**config.mk**
```make
export PLATFORM = sky130hd
export DESIGN_NAME = fetch_debug_ctrl_flat
export DESIGN_NICKNAME = d
export VERILOG_FILES = /design/src/rtl/fetch_debug_ctrl_if.sv /design/src/rtl/fetch_debug_ctrl.sv /design/src/flat_wrapper.sv
export SDC_FILE = /design/constraint.sdc
export NUM_CORES = 1
export LEC_CHECK = 0
export CAP_MARGIN = 20
export CORE_MARGIN = 2
export CORE_UTILIZATION = 40
export DETAILED_ROUTE_END_ITERATION = 8
export DONT_BUFFER_PORTS = 1
export SLEW_MARGIN = 20
export SYNTH_ARGS = -nofsm -noshare
export SYNTH_HDL_FRONTEND = slang
export SYNTH_SLANG_ARGS = --single-unit
```
**constraint.sdc**
```tcl
create_clock -name clk -period 2.9 [get_ports clk]
set_clock_uncertainty 0.05 [all_clocks]
set_input_delay 0.58 -clock clk [delete_from_list [all_inputs] [get_ports clk]]
set_output_delay 0.58 -clock clk [all_outputs]
set_load 0.01 [all_outputs]
```
**src/rtl/fetch_debug_ctrl_if.sv**
```systemverilog
// Link between the debug controller and the host-RX / fetch-stage side:
// received bytes and stop-pipe in, program-memory writes and step enable out.
interface fetch_debug_ctrl_if #(
    parameter int ADDR_W = 8
);
    logic [7:0]        i_rx_data;
    logic              i_rx_done;
    logic              i_stop_pipe;
    logic              o_program_memory_write;
    logic [31:0]       o_instruction_write;
    logic [ADDR_W-1:0] o_address_write;
    logic              o_step;

    modport master (
        input  i_rx_data, i_rx_done, i_stop_pipe,
        output o_program_memory_write, o_instruction_write, o_address_write, o_step
    );

    modport slave (
        output i_rx_data, i_rx_done, i_stop_pipe,
        input  o_program_memory_write, o_instruction_write, o_address_write, o_step
    );
endinterface

```
**src/rtl/fetch_debug_ctrl.sv**
```systemverilog
// Host-driven debug sequencer for the fetch stage: loads instruction memory
// byte-wise, then runs the pipeline continuously or one step at a time.
module fetch_debug_ctrl #(
    parameter int          ADDR_W    = 8,
    parameter logic [31:0] HALT_WORD = 32'hFFFF_FFFF
) (
    input  logic                 clk,
    input  logic                 rst,
    fetch_debug_ctrl_if.master   bus,
    output logic [2:0]           o_state,
    output logic                 o_load_done,
    output logic                 o_load_overflow,
    output logic                 o_halted,
    output logic [31:0]          o_step_count
);
    localparam logic [7:0] CMD_LOAD = 8'h4C;
    localparam logic [7:0] CMD_RUN  = 8'h43;
    localparam logic [7:0] CMD_STEP = 8'h53;
    localparam logic [7:0] CMD_NEXT = 8'h4E;
    localparam logic [7:0] CMD_END  = 8'h45;

    typedef enum logic [2:0] {
        IDLE       = 3'd0,
        LOAD       = 3'd1,
        RUN        = 3'd2,
        STEP       = 3'd3,
        STEP_PULSE = 3'd4
    } state_t;

    state_t            state_q, state_d;
    logic [1:0]        byte_cnt_q, byte_cnt_d;
    logic [23:0]       word_q, word_d;
    logic [ADDR_W-1:0] addr_q, addr_d;
    logic              wr_q, wr_d;
    logic [31:0]       instr_q, instr_d;
    logic [ADDR_W-1:0] waddr_q, waddr_d;
    logic              step_q, step_d;
    logic              done_q, done_d;
    logic              ovf_q, ovf_d;
    logic              halted_q, halted_d;
    logic [31:0]       cnt_q, cnt_d;

    function automatic logic [31:0] sat_inc(input logic [31:0] v);
        return (v == 32'hFFFF_FFFF) ? v : v + 32'd1;
    endfunction

    always_comb begin
        state_d    = state_q;
        byte_cnt_d = byte_cnt_q;
        word_d     = word_q;
        addr_d     = addr_q;
        wr_d       = 1'b0;
        instr_d    = instr_q;
        waddr_d    = waddr_q;
        done_d     = done_q;
        ovf_d      = ovf_q;
        halted_d   = halted_q;
        cnt_d      = step_q ? sat_inc(cnt_q) : cnt_q;

        case (state_q)
            IDLE: begin
                if (bus.i_rx_done) begin
                    case (bus.i_rx_data)
                        CMD_LOAD: begin
                            state_d    = LOAD;
                            byte_cnt_d = 2'd0;
                            addr_d     = '0;
                            done_d     = 1'b0;
                            ovf_d      = 1'b0;
                            halted_d   = 1'b0;
                            cnt_d      = 32'd0;
                        end
                        CMD_RUN:  state_d = RUN;
                        CMD_STEP: state_d = STEP;
                        default:  state_d = IDLE;
                    endcase
                end
            end
            LOAD: begin
                // The termination decision is taken at the end of the write cycle,
                // once the written word and its address are on the outputs.
                if (wr_q) begin
                    addr_d = addr_q + 1'b1;
                    if (instr_q == HALT_WORD) begin
                        done_d  = 1'b1;
                        state_d = IDLE;
                    end else if (waddr_q == {ADDR_W{1'b1}}) begin
                        ovf_d   = 1'b1;
                        state_d = IDLE;
                    end
                end
                if (bus.i_rx_done && state_d == LOAD) begin
                    word_d     = {word_q[15:0], bus.i_rx_data};
                    byte_cnt_d = byte_cnt_q + 2'd1;
                    if (byte_cnt_q == 2'd3) begin
                        wr_d    = 1'b1;
                        instr_d = {word_q, bus.i_rx_data};
                        waddr_d = addr_q;
                    end
                end
            end
            RUN: begin
                if (bus.i_stop_pipe) begin
                    halted_d = 1'b1;
                    state_d  = IDLE;
                end
            end
            STEP: begin
                if (bus.i_rx_done) begin
                    if (bus.i_rx_data == CMD_NEXT) begin
                        if (bus.i_stop_pipe) begin
                            halted_d = 1'b1;
                            state_d  = IDLE;
                        end else begin
                            state_d = STEP_PULSE;
                        end
                    end else if (bus.i_rx_data == CMD_END) begin
                        state_d = IDLE;
                    end
                end
            end
            STEP_PULSE: state_d = STEP;
            default:    state_d = IDLE;
        endcase

        // RUN steps from the cycle after entry; a step request pulses one cycle later.
        step_d = (state_d == RUN) || (state_q == STEP_PULSE);
    end

    always_ff @(posedge clk or negedge rst) begin
        if (!rst) begin
            state_q    <= IDLE;
            byte_cnt_q <= 2'd0;
            word_q     <= 24'd0;
            addr_q     <= '0;
            wr_q       <= 1'b0;
            instr_q    <= 32'd0;
            waddr_q    <= '0;
            step_q     <= 1'b0;
            done_q     <= 1'b0;
            ovf_q      <= 1'b0;
            halted_q   <= 1'b0;
            cnt_q      <= 32'd0;
        end else begin
            state_q    <= state_d;
            byte_cnt_q <= byte_cnt_d;
            word_q     <= word_d;
            addr_q     <= addr_d;
            wr_q       <= wr_d;
            instr_q    <= instr_d;
            waddr_q    <= waddr_d;
            step_q     <= step_d;
            done_q     <= done_d;
            ovf_q      <= ovf_d;
            halted_q   <= halted_d;
            cnt_q      <= cnt_d;
        end
    end

    assign bus.o_program_memory_write = wr_q;
    assign bus.o_instruction_write    = instr_q;
    assign bus.o_address_write        = waddr_q;
    assign bus.o_step                 = step_q;
    assign o_state                    = state_q;
    assign o_load_done                = done_q;
    assign o_load_overflow            = ovf_q;
    assign o_halted                   = halted_q;
    assign o_step_count               = cnt_q;
endmodule

```
**src/flat_wrapper.sv**
```systemverilog
// flat-port wrapper written by rule: the top's interface ports become plain ports
module fetch_debug_ctrl_flat 
#(
    parameter int          ADDR_W    = 8,
    parameter logic [31:0] HALT_WORD = 32'hFFFF_FFFF
)
  (clk, rst, o_state, o_load_done, o_load_overflow, o_halted, o_step_count, bus_i_rx_data, bus_i_rx_done, bus_i_stop_pipe, bus_o_program_memory_write, bus_o_instruction_write, bus_o_address_write, bus_o_step);
  fetch_debug_ctrl_if #(.ADDR_W(ADDR_W)) bus_i ();
  input  logic clk;
  input  logic rst;
  output logic [2:0] o_state;
  output logic o_load_done;
  output logic o_load_overflow;
  output logic o_halted;
  output logic [31:0] o_step_count;
  input wire logic [$bits(bus_i.i_rx_data)-1:0] bus_i_rx_data;
  input wire logic [$bits(bus_i.i_rx_done)-1:0] bus_i_rx_done;
  input wire logic [$bits(bus_i.i_stop_pipe)-1:0] bus_i_stop_pipe;
  output wire logic [$bits(bus_i.o_program_memory_write)-1:0] bus_o_program_memory_write;
  output wire logic [$bits(bus_i.o_instruction_write)-1:0] bus_o_instruction_write;
  output wire logic [$bits(bus_i.o_address_write)-1:0] bus_o_address_write;
  output wire logic [$bits(bus_i.o_step)-1:0] bus_o_step;
  assign bus_i.i_rx_data = bus_i_rx_data;
  assign bus_i.i_rx_done = bus_i_rx_done;
  assign bus_i.i_stop_pipe = bus_i_stop_pipe;
  assign bus_o_program_memory_write = bus_i.o_program_memory_write;
  assign bus_o_instruction_write = bus_i.o_instruction_write;
  assign bus_o_address_write = bus_i.o_address_write;
  assign bus_o_step = bus_i.o_step;
  fetch_debug_ctrl #(.ADDR_W(ADDR_W), .HALT_WORD(HALT_WORD)) u_core (.clk(clk), .rst(rst), .bus(bus_i), .o_state(o_state), .o_load_done(o_load_done), .o_load_overflow(o_load_overflow), .o_halted(o_halted), .o_step_count(o_step_count));
endmodule
```
==> flow_summary.ini <==
[logic_synthesis]
synth_xor_area_frac = 0.0288
synth_area_leaders = dfrtp_1, mux2_2, nand4_1
synth_compound_area_frac = 0.0839
ys.flop_type = dfrtp_1
synth_top_cell_area_share = 0.552
ys_warn_count = 0
yosysMostFrequentCell = dfrtp_1
synth_fa_ha_area_frac = 0.00726
ys_seq_elements = 114
synth-edff-count = 0
synth_seq_area_share = 0.552
avgSynthCellArea_um2 = 11.8
syn_nets = 454
synthSimpleGateAreaFrac = 0.158
netlist_area_um2 = 5170
synth.distinct_cells = 48
synthMuxAreaShare = 0.151
syn_inst = 439
synthArstFlopShare = 1.00
synth_top_family_by_area = simple AND/OR/NAND/NOR gates
synth.largest_area_cell = dfrtp_1
synthTopCellsByCount = dfrtp_1, mux2_2, nor2_1, nand2_1, nand4_1

[worst_setup_path]
rr_worst_depth = 5
critical_path_peak_fanout = 8
path_delay_family = compound AO/OA/AOI/OAI gates
r2r_start = u_core.o_step_count[4]$_DFF_PN0_
timing.rr.end = u_core.o_step_count[25]$_DFF_PN0_
cp.depth = 5
path_class = reg2reg
startpoint_type = register
rrSetupSlack_ns = 0.34
critPathArrivalTime_ns = 2.81
slowest_delay_ns = 0.67
worstPathCellList = nand4_2, or4_1, a2111oi_4, a31oi_1, a41o_2
worstPathBufferInverterCount = 0
cp_slowest_cell = or4_1
critPathRequiredTime_ns = 3.16
cp-end-kind = register

[power]
p_leak_uw = 0.00248
vdd_drop_max_mv = 0.489
p_per_area_nw_per_um2 = 899
totalPowerFinal_uw = 5490

[cts]
post_cts_buffers = 0
clkSinkCount = 114
cts_tree = done
cts_buffers = 17
path_clk_slew_ns = 0.05
clock_path_buffers = 2
cts.repair.resized = 0
clockRootBuffer = clkbuf_16
clk_latency_ns = 0.42
h-tree-depth = 4

[worst_hold_path]
hp-class = in2async

[timing]
fmax_mhz = 391
hold_viol_final = 114
final-max-slew-violation-count = 0
rsz0062_at_grt = no
period_share = 0.882
holdWs_ns = -0.190
finalSetupViolations = 0
tightest_slew_ns = 0.657
fin_crit_ns = 2.56
setup_tns_ns = 0
maxSlewHeadroom = 0.558

[grt]
grt_use_total = 0.177
grt_pass1_wl_um = 19300
grt_pass1_vias = 3622
grt_max_degree = 115
antenna_found_initial = 0
gr-total-overflow = 0

[detailed_routing]
routed_wl_um = 11800
vias = 3632
viasPerCell = 5.65
routedWlPerCell_um = 18.3
antenna_left = 0
drcViolationCount = 0
firstDrtPassIters = 4
drt_iter0_markers = 293

[die]
ios = 92
die-height_um = 118
core_um2 = 12600
design.die.area_um2 = 13900
start_util = 0.410
rows = 41
chipWidth_um = 118

[layout]
drive_above_1_share = 0.255
nNetsFinal = 474
num_antenna_cells = 0
post-route-util = 0.484
final_cell_area_um2 = 6100
syn_to_final_growth_pct = 18.0
instances_no_fill = 643

[placed_design]
place_area_um2 = 5500
gp_congestion = 0.794
dp_hpwl_um = 8010
placed_cells = 612
port_buffers = 0

[run_status]
status = complete, but fails checks
violations = negative hold slack

[job]
drv_cap = 0
metrics by stage:
stage | hold slack [ns] | setup slack, ns
after floorplan | 0.234 | 0.677
after global placement | 0.239 | 0.446
after detailed placement | 0.241 | 0.377
after CTS | -0.215 | 0.331
after global routing | -0.215 | 0.127
final | -0.190 | 0.342
layer usage:
layer | GRT usage | part of all wire | up-vias
li1 | - | - | 1676
met1 | 0.215 | 0.43 | 1833
met2 | 0.273 | 0.47 | 99
met3 | 0.0828 | 0.076 | 24
met4 | 0.0685 | 0.023 | 0
met5 | 0 | 0 | -
area by class of cell:
cell class | count | area [µm²]
clock buffer | 21 | 450
clock inverter | 10 | 159
fill | 1155 | 6520
inverter | 7 | 26.3
multi-input combinational | 302 | 2240
sequential | 114 | 2850
tap | 172 | 215
timing repair buffer | 17 | 165
power by group:
part	internal, µW	switching, µW
clock	1450	711
combinational	453	289
sequential	2020	567
worst max path at each step:
stage / startpoint / endpoint / slack [ns]
after floorplan: u_core.o_step_count[3]$_DFF_PN0_ / u_core.o_step_count[25]$_DFF_PN0_ / 0.68
after detailed placement: u_core.o_step_count[4]$_DFF_PN0_ / u_core.o_step_count[25]$_DFF_PN0_ / 0.38
after global routing: u_core.bus.o_instruction_write[2]$_DFFE_PN0P_ / u_core.word_q[14]$_DFFE_PN0P_ / 0.13
after CTS: u_core.o_step_count[4]$_DFF_PN0_ / u_core.o_step_count[25]$_DFF_PN0_ / 0.33
after global placement: u_core.bus.o_instruction_write[3]$_DFFE_PN0P_ / u_core.word_q[19]$_DFFE_PN0P_ / 0.45
final: u_core.o_step_count[4]$_DFF_PN0_ / u_core.o_step_count[25]$_DFF_PN0_ / 0.34
logic make-up (layout without fill, tap and decap cells):
kind of cell             count (synthesis)  count (layout)
AND/OR/NAND/NOR                        152             152
flip-flops                             114             114
multiplexers                            70              70
AO/OA/AOI/OAI                           60              60
buffers and inverters                   23              55
XOR/XNOR                                17              17
adder cells (fa/ha/maj)                  3               3
cell usage in the layout, fill, tap and decap left out, types with 12 or more instances in the layout:
master and n:
clkbuf_16 17, nand3_1 12, nor2_1 35, nand4_1 28
a21oi_1 15, nand2_1 32, dfrtp_1 114, buf_4 14
mux2_2 62
registers in the layout, indices dropped and copies added (netlist names):
signal                             count
u_core.bus.o_instruction_write        32
u_core.o_step_count                   32
u_core.word_q                         24
u_core.addr_q                          8
u_core.bus.o_address_write             8
u_core.o_state                         3
u_core.byte_cnt_q                      2
u_core.bus.o_program_memory_write      1
u_core.bus.o_step                      1
u_core.o_halted                        1
u_core.o_load_done                     1
u_core.o_load_overflow                 1
Note: power is estimated with default switching activity, not from simulation.
